File: src/rtl/store_buffer_pkg.sv
// Shared types and encodings for the store buffer.
// Merge helper is used only when STORE_MERGE_EN is defined.
package store_buffer_pkg;

  localparam int OP_SW  = 0;
  localparam int OP_SH  = 1;
  localparam int OP_SB  = 2;
  localparam int OP_SWR = 3;
  localparam int OP_SWL = 4;

  localparam logic [1:0] SZ_B = 2'd0;
  localparam logic [1:0] SZ_H = 2'd1;
  localparam logic [1:0] SZ_W = 2'd2;

  localparam logic [1:0] ST_IDLE = 2'd0;
  localparam logic [1:0] ST_REQ  = 2'd1;
  localparam logic [1:0] ST_WAIT = 2'd2;

  typedef struct packed {
    logic [31:0] addr;
    logic [1:0]  size;
    logic [3:0]  strb;
    logic [31:0] data;
  } sb_entry_t;

  function automatic sb_entry_t merge_entry(sb_entry_t o, sb_entry_t n);
    sb_entry_t m;
    m = o;
    for (int b = 0; b < 4; b++) begin
      if (n.strb[b]) m.data[8*b +: 8] = n.data[8*b +: 8];
    end
    m.strb = o.strb | n.strb;
    m.size = SZ_W;
    m.addr = {o.addr[31:2], 2'b00};
    return m;
  endfunction

endpackage

File: src/rtl/store_align.sv
// Store formatter: op/addr/rt to lane-aligned {addr, size, strb, data}.
// Little-endian lanes; swl/swr always issue word-aligned addresses.
module store_align
  import store_buffer_pkg::*;
(
  input  logic [4:0]  op,
  input  logic [31:0] addr,
  input  logic [31:0] rt,
  output sb_entry_t   ent
);

  logic [1:0] a;
  assign a = addr[1:0];

  always_comb begin
    ent = '0;
    ent.addr = addr;
    unique case (1'b1)
      op[OP_SB]: begin
        ent.size = SZ_B;
        ent.strb = 4'b0001 << a;
        ent.data = {4{rt[7:0]}};
      end
      op[OP_SH]: begin
        ent.size = SZ_H;
        ent.strb = a[1] ? 4'b1100 : 4'b0011;
        ent.data = {2{rt[15:0]}};
      end
      op[OP_SW]: begin
        ent.size = SZ_W;
        ent.strb = 4'b1111;
        ent.data = rt;
      end
      op[OP_SWL]: begin
        ent.size = SZ_W;
        ent.addr = {addr[31:2], 2'b00};
        case (a)
          2'd0: begin ent.strb = 4'b0001; ent.data = {24'b0, rt[31:24]}; end
          2'd1: begin ent.strb = 4'b0011; ent.data = {16'b0, rt[31:16]}; end
          2'd2: begin ent.strb = 4'b0111; ent.data = {8'b0, rt[31:8]}; end
          default: begin ent.strb = 4'b1111; ent.data = rt; end
        endcase
      end
      op[OP_SWR]: begin
        ent.size = SZ_W;
        ent.addr = {addr[31:2], 2'b00};
        case (a)
          2'd0: begin ent.strb = 4'b1111; ent.data = rt; end
          2'd1: begin ent.strb = 4'b1110; ent.data = {rt[23:0], 8'b0}; end
          2'd2: begin ent.strb = 4'b1100; ent.data = {rt[15:0], 16'b0}; end
          default: begin ent.strb = 4'b1000; ent.data = {rt[7:0], 24'b0}; end
        endcase
      end
      default: ;
    endcase
  end

endmodule

File: src/rtl/store_buffer.sv
// Store queue draining to data SRAM, one transaction outstanding.
// Define STORE_MERGE_EN to coalesce same-word stores into the tail entry.
module store_buffer
  import store_buffer_pkg::*;
#(
  parameter int DEPTH = 4,
  parameter int PTR_W = 2
) (
  input  logic        clk,
  input  logic        rst,
  input  logic        flush,
  input  logic        st_valid,
  input  logic [4:0]  st_op,
  input  logic [31:0] st_addr,
  input  logic [31:0] st_data,
  output logic        st_ready,
  output logic        stallreq_for_store,
  input  logic        ld_check_valid,
  input  logic [31:0] ld_check_addr,
  output logic        ld_conflict,
  output logic        sb_empty,
  output logic        data_sram_req,
  output logic        data_sram_wr,
  output logic [1:0]  data_sram_size,
  output logic [31:0] data_sram_addr,
  output logic [3:0]  data_sram_wstrb,
  output logic [31:0] data_sram_wdata,
  input  logic        data_sram_addr_ok,
  input  logic        data_sram_data_ok
);

  localparam logic [PTR_W:0] FULL = (PTR_W+1)'(DEPTH);

  sb_entry_t        q [DEPTH];
  sb_entry_t        new_e;
  logic [PTR_W-1:0] head, tail, last;
  logic [PTR_W:0]   count, count_n;
  logic [1:0]       state, state_n;
  logic             take, hit, alloc, merge, pop, full, busy;

  store_align u_align (
    .op   (st_op),
    .addr (st_addr),
    .rt   (st_data),
    .ent  (new_e)
  );

  assign last = tail - PTR_W'(1);
  assign full = count == FULL;
  assign busy = state != ST_IDLE;
  assign take = st_valid & ~flush & (|st_op);
  assign pop  = (state == ST_WAIT) & data_sram_data_ok;

`ifdef STORE_MERGE_EN
  logic [4:0] tail_op;
  // the head is frozen once it is (or is about to be) on the bus
  assign hit = (count != '0) & ~((last == head) & busy)
             & (tail_op == st_op)
             & (q[last].addr[31:2] == st_addr[31:2]);
`else
  assign hit = 1'b0;
`endif

  assign merge = take & hit;
  assign alloc = take & ~hit & ~full;
  assign count_n = count + (PTR_W+1)'(alloc) - (PTR_W+1)'(pop);

  assign st_ready = ~full | hit;
  assign stallreq_for_store = st_valid & ~st_ready;
  assign sb_empty = (count == '0) & ~busy;

  assign data_sram_req   = state == ST_REQ;
  assign data_sram_wr    = 1'b1;
  assign data_sram_addr  = busy ? q[head].addr : '0;
  assign data_sram_size  = busy ? q[head].size : '0;
  assign data_sram_wstrb = busy ? q[head].strb : '0;
  assign data_sram_wdata = busy ? q[head].data : '0;

  always_comb begin
    state_n = state;
    unique case (state)
      ST_IDLE: if (count != '0) state_n = ST_REQ;
      ST_REQ:  if (data_sram_addr_ok) state_n = ST_WAIT;
      ST_WAIT: if (data_sram_data_ok)
                 state_n = (count_n != '0) ? ST_REQ : ST_IDLE;
      default: state_n = ST_IDLE;
    endcase
  end

  always_comb begin
    ld_conflict = 1'b0;
    for (int i = 0; i < DEPTH; i++) begin
      if (({1'b0, PTR_W'(PTR_W'(i) - head)} < count)
          && (q[i].addr[31:2] == ld_check_addr[31:2]))
        ld_conflict = 1'b1;
    end
    ld_conflict = ld_conflict & ld_check_valid;
  end

  logic unused_bits;
  assign unused_bits = ^ld_check_addr[1:0];

  always_ff @(posedge clk) begin
    if (rst) begin
      head  <= '0;
      tail  <= '0;
      count <= '0;
      state <= ST_IDLE;
    end else begin
      state <= state_n;
      count <= count_n;
      if (alloc) tail <= tail + PTR_W'(1);
      if (pop) head <= head + PTR_W'(1);
    end
  end

  always_ff @(posedge clk) begin
    if (alloc) q[tail] <= new_e;
`ifdef STORE_MERGE_EN
    if (merge) q[last] <= merge_entry(q[last], new_e);
`endif
  end

`ifdef STORE_MERGE_EN
  always_ff @(posedge clk) begin
    if (rst) tail_op <= '0;
    else if (take & (alloc | merge)) tail_op <= st_op;
  end
`endif

endmodule

File: config.mk
export PLATFORM = sky130hd
export DESIGN_NAME = store_buffer
export DESIGN_NICKNAME = d
export VERILOG_FILES = /design/src/rtl/store_buffer_pkg.sv /design/src/rtl/store_align.sv /design/src/rtl/store_buffer.sv
export SDC_FILE = /design/constraint.sdc
export NUM_CORES = 1
export LEC_CHECK = 0
export ABC_CLOCK_PERIOD_IN_PS = 7210
export CAP_MARGIN = 10
export CORE_MARGIN = 3
export CORE_UTILIZATION = 60
export DETAILED_ROUTE_END_ITERATION = 10
export GPL_TIMING_DRIVEN = 1
export PLACE_DENSITY = 0.86
export SYNTH_ARGS = -nofsm -noshare
export SYNTH_HDL_FRONTEND = slang
export SYNTH_SLANG_ARGS = --single-unit
File: constraint.sdc
create_clock -name clk -period 7.21 [get_ports clk]
set_input_delay 1.442 -clock clk [delete_from_list [all_inputs] [get_ports clk]]
set_output_delay 1.442 -clock clk [all_outputs]
set_load 0.02 [all_outputs]
==> results.ini <==
[hold_path]
hp-class=reg2reg

[worst_setup_path]
endpoint_kind=output pin
start_kind=input pin
crit_path_max_fanout=4
regToRegSetupSlack_ps=4400
critPathKind=in2out
crit_required_ps=5770
arrival_ps=4330

[power_and_ir_drop]
comb_power_share=0.251
intPower_mw=3.30
power.share.clock=0.315
p_leak_nw=5.38
seq_power_share=0.435
ir_drop_mv=0.266
switching_share=0.285
p_sw_mw=1.32
power_density_mw_per_mm2=279

[synth]
synth_edf_count=280
syn_inst=846
yosysUniqueCellTypes=48
syn_avg_cell_area_um2=16.1
synthTopCellsByArea=edfxtp_1 (62%), mux4_2 (12%), xor2_1 (7.3%)
yosysWarnings=0
synth-async-reset-ratio=0
yosys.area.top_type_share=0.617
yosys.area.top_type=edfxtp_1
ys.flop_type=edfxtp_1
yosysSeqAreaShare=0.633
synth_fp_nets=965
synth-seq-cells=291
synth_area_mm2=0.0136

[clock_tree]
clock_latency_ps=550
cts_buffers=29
cts_root_buf=clkbuf_16
clk_path_buf_depth=3
clock-sinks=291
post-cts-setup-buffer-count=0
hold_buffers=0
h-tree-depth=1
post_cts_resized=0
clk_pin_slew_ps=60
cts_tree=built

[drt]
drt_iter0_markers=1408
antenna_left=0
drt-vias-per-instance=6.48
first_pass_iters=8
via_count=8574
wl_mm=33.8
drc=0
wire_per_inst_um=25.5

[timing]
fmax_ghz=0.173
setup_viol=0
worst_pin_slew_ps=1080
rsz0062_at_grt=false
layout_min_cycle_time_ps=5780
period_share=0.801
slew_viol_final=0
relSlewSlack=0.281
skew_ps=18.1
timing_hold_violations_final=0
holdWs_ps=507
setup-tns-final_ps=0

[place]
place_congestion=0.906
placed_cells=1269
dp_hpwl_mm=21.8
port-buffer-count=180

[floorplanning]
die_h_um=157
ios=184
initial_utilization=0.617
fp.coreArea_mm2=0.0221
row_count=54
die_area_mm2=0.0245
die_x_um=157

[global_routing]
grt_max_degree=72
overflow=0
grt_use_total=0.280
grt_pass1_vias=8581
antenna_found_initial=2
grt_pass1_wl_mm=52.0

[cells_and_area]
drive_gt1_frac=0.134
layoutNonFillerInstCount=1324
nets=1139
n_fill_cell=1278
utilization=0.750
synthToLayoutAreaGrowth_pct=21.6

[run]
drv_cap=0

[run_status]
status=completed

placed cells by master (no fill, tap or decap), types with 10 or more instances in the layout:
cell type          n
clkdlybuf4s50_1  180
xor2_1           113
edfxtp_1         280
mux4_2            75
nor2_1            15
inv_1             20
ha_1              10
xnor2_1           13
clkbuf_16         29
a22o_1            16
nor2b_1           75
nand2_1           37
nor4_1            24
a222oi_1          22
a21oi_1           16
sequential cells by signal (all words and copies together), names as in the netlist, named ones only:
| register | flops |
|---|---|
| q | 280 |
| state | 2 |
| head | 2 |
| count | 3 |
| tail | 2 |
cell usage after synthesis, drive strengths merged, types with 3 or more instances:
| library cell | count |
|---|---|
| nor3 | 8 |
| and2 | 7 |
| nor4 | 24 |
| inv | 20 |
| or2 | 5 |
| clkbuf | 29 |
| and3 | 3 |
| a22o | 16 |
| o21ai | 4 |
| or3 | 3 |
| xor2 | 113 |
| mux2i | 3 |
| edfxtp | 280 |
| nor2 | 16 |
| a21oi | 16 |
| nor3b | 3 |
| ha | 10 |
| mux4 | 75 |
| mux2 | 5 |
| a222oi | 22 |
| nor2b | 76 |
| nand3 | 5 |
| xnor2 | 13 |
| dfxtp | 11 |
| buf | 17 |
| a2111oi | 4 |
| nand4 | 8 |
| nand2 | 37 |
path summary, 6_finish.rpt:
| kind | endpoint | depth (start not counted) | startpoint |
|---|---|---|---|
| hold / removal | tail[1] | 2 | tail[1] |
| hold reg to reg | tail[1] | 2 | tail[1] |
| setup / recovery | ld_conflict | 7 | ld_check_addr[30] |
| setup reg to reg | state[0] | 12 | count[0] |
critical path, cell delays in order:
cell and delay, ps:
clkdlybuf4s50_1 520, xor2_1 190, nor4_1 590, nand4_1 280, a2111oi_0 450, or4_1 240
clkdlybuf4s50_1 620
power by group through the flow:
stage / sequential [mW] / combinational, mW / clock, mW
2_1_floorplan: 2.02 / 0.621 / 0
3_3_place_gp: 2.04 / 1.14 / 0
3_5_place_dp: 2.04 / 1.15 / 0
4_1_cts: 2.01 / 1.16 / 1.46
5_1_grt: 2.02 / 1.23 / 1.53
6_report: 2.01 / 1.16 / 1.45
layout make-up:
type	instances	area, um2	area share
flip-flops and latches	291	8640	0.521
multi-input cells	489	4720	0.285
repair buffers	189	1870	0.113
clock buffers	41	801	0.0483
well taps	280	350	0.0211
clock inverters	13	115	0.00695
inverters	20	75.1	0.00453
diodes	1	2.50	0.000151
cell families after synthesis:
logic type,count (synthesis),synth area share
adders and majority gates,11,0.0107
buffers and inverters,66,0.0212
muxes,83,0.130
other,1,0.000275
AOI/OAI and AO/OA,70,0.0411
xor gates and xnor gates,126,0.0810
and+or+nand+nor,198,0.0820
DFF,291,0.633
per-stage QoR:
stage / setup WS (ps) / area (um2) / total power [mW]
after floorplan: 2960 / 13600 / 2.64
after global placement: 1670 / 15700 / 3.17
after detailed placement: 1570 / 15700 / 3.19
after CTS: 1570 / 16600 / 4.63
after global routing: 1350 / 16600 / 4.78
final: 1430 / 16600 / 4.62
per-layer routing:
metal  up-vias  global-route usage  part of all wire
met5         -                   0           0.00038
met4         2              0.0704             0.026
met3        79              0.0393             0.091
met2       541               0.453              0.50
met1      4311               0.410              0.39
li1       3641                   -                 -
No activity file was read; power rests on OpenSTA's default activity.
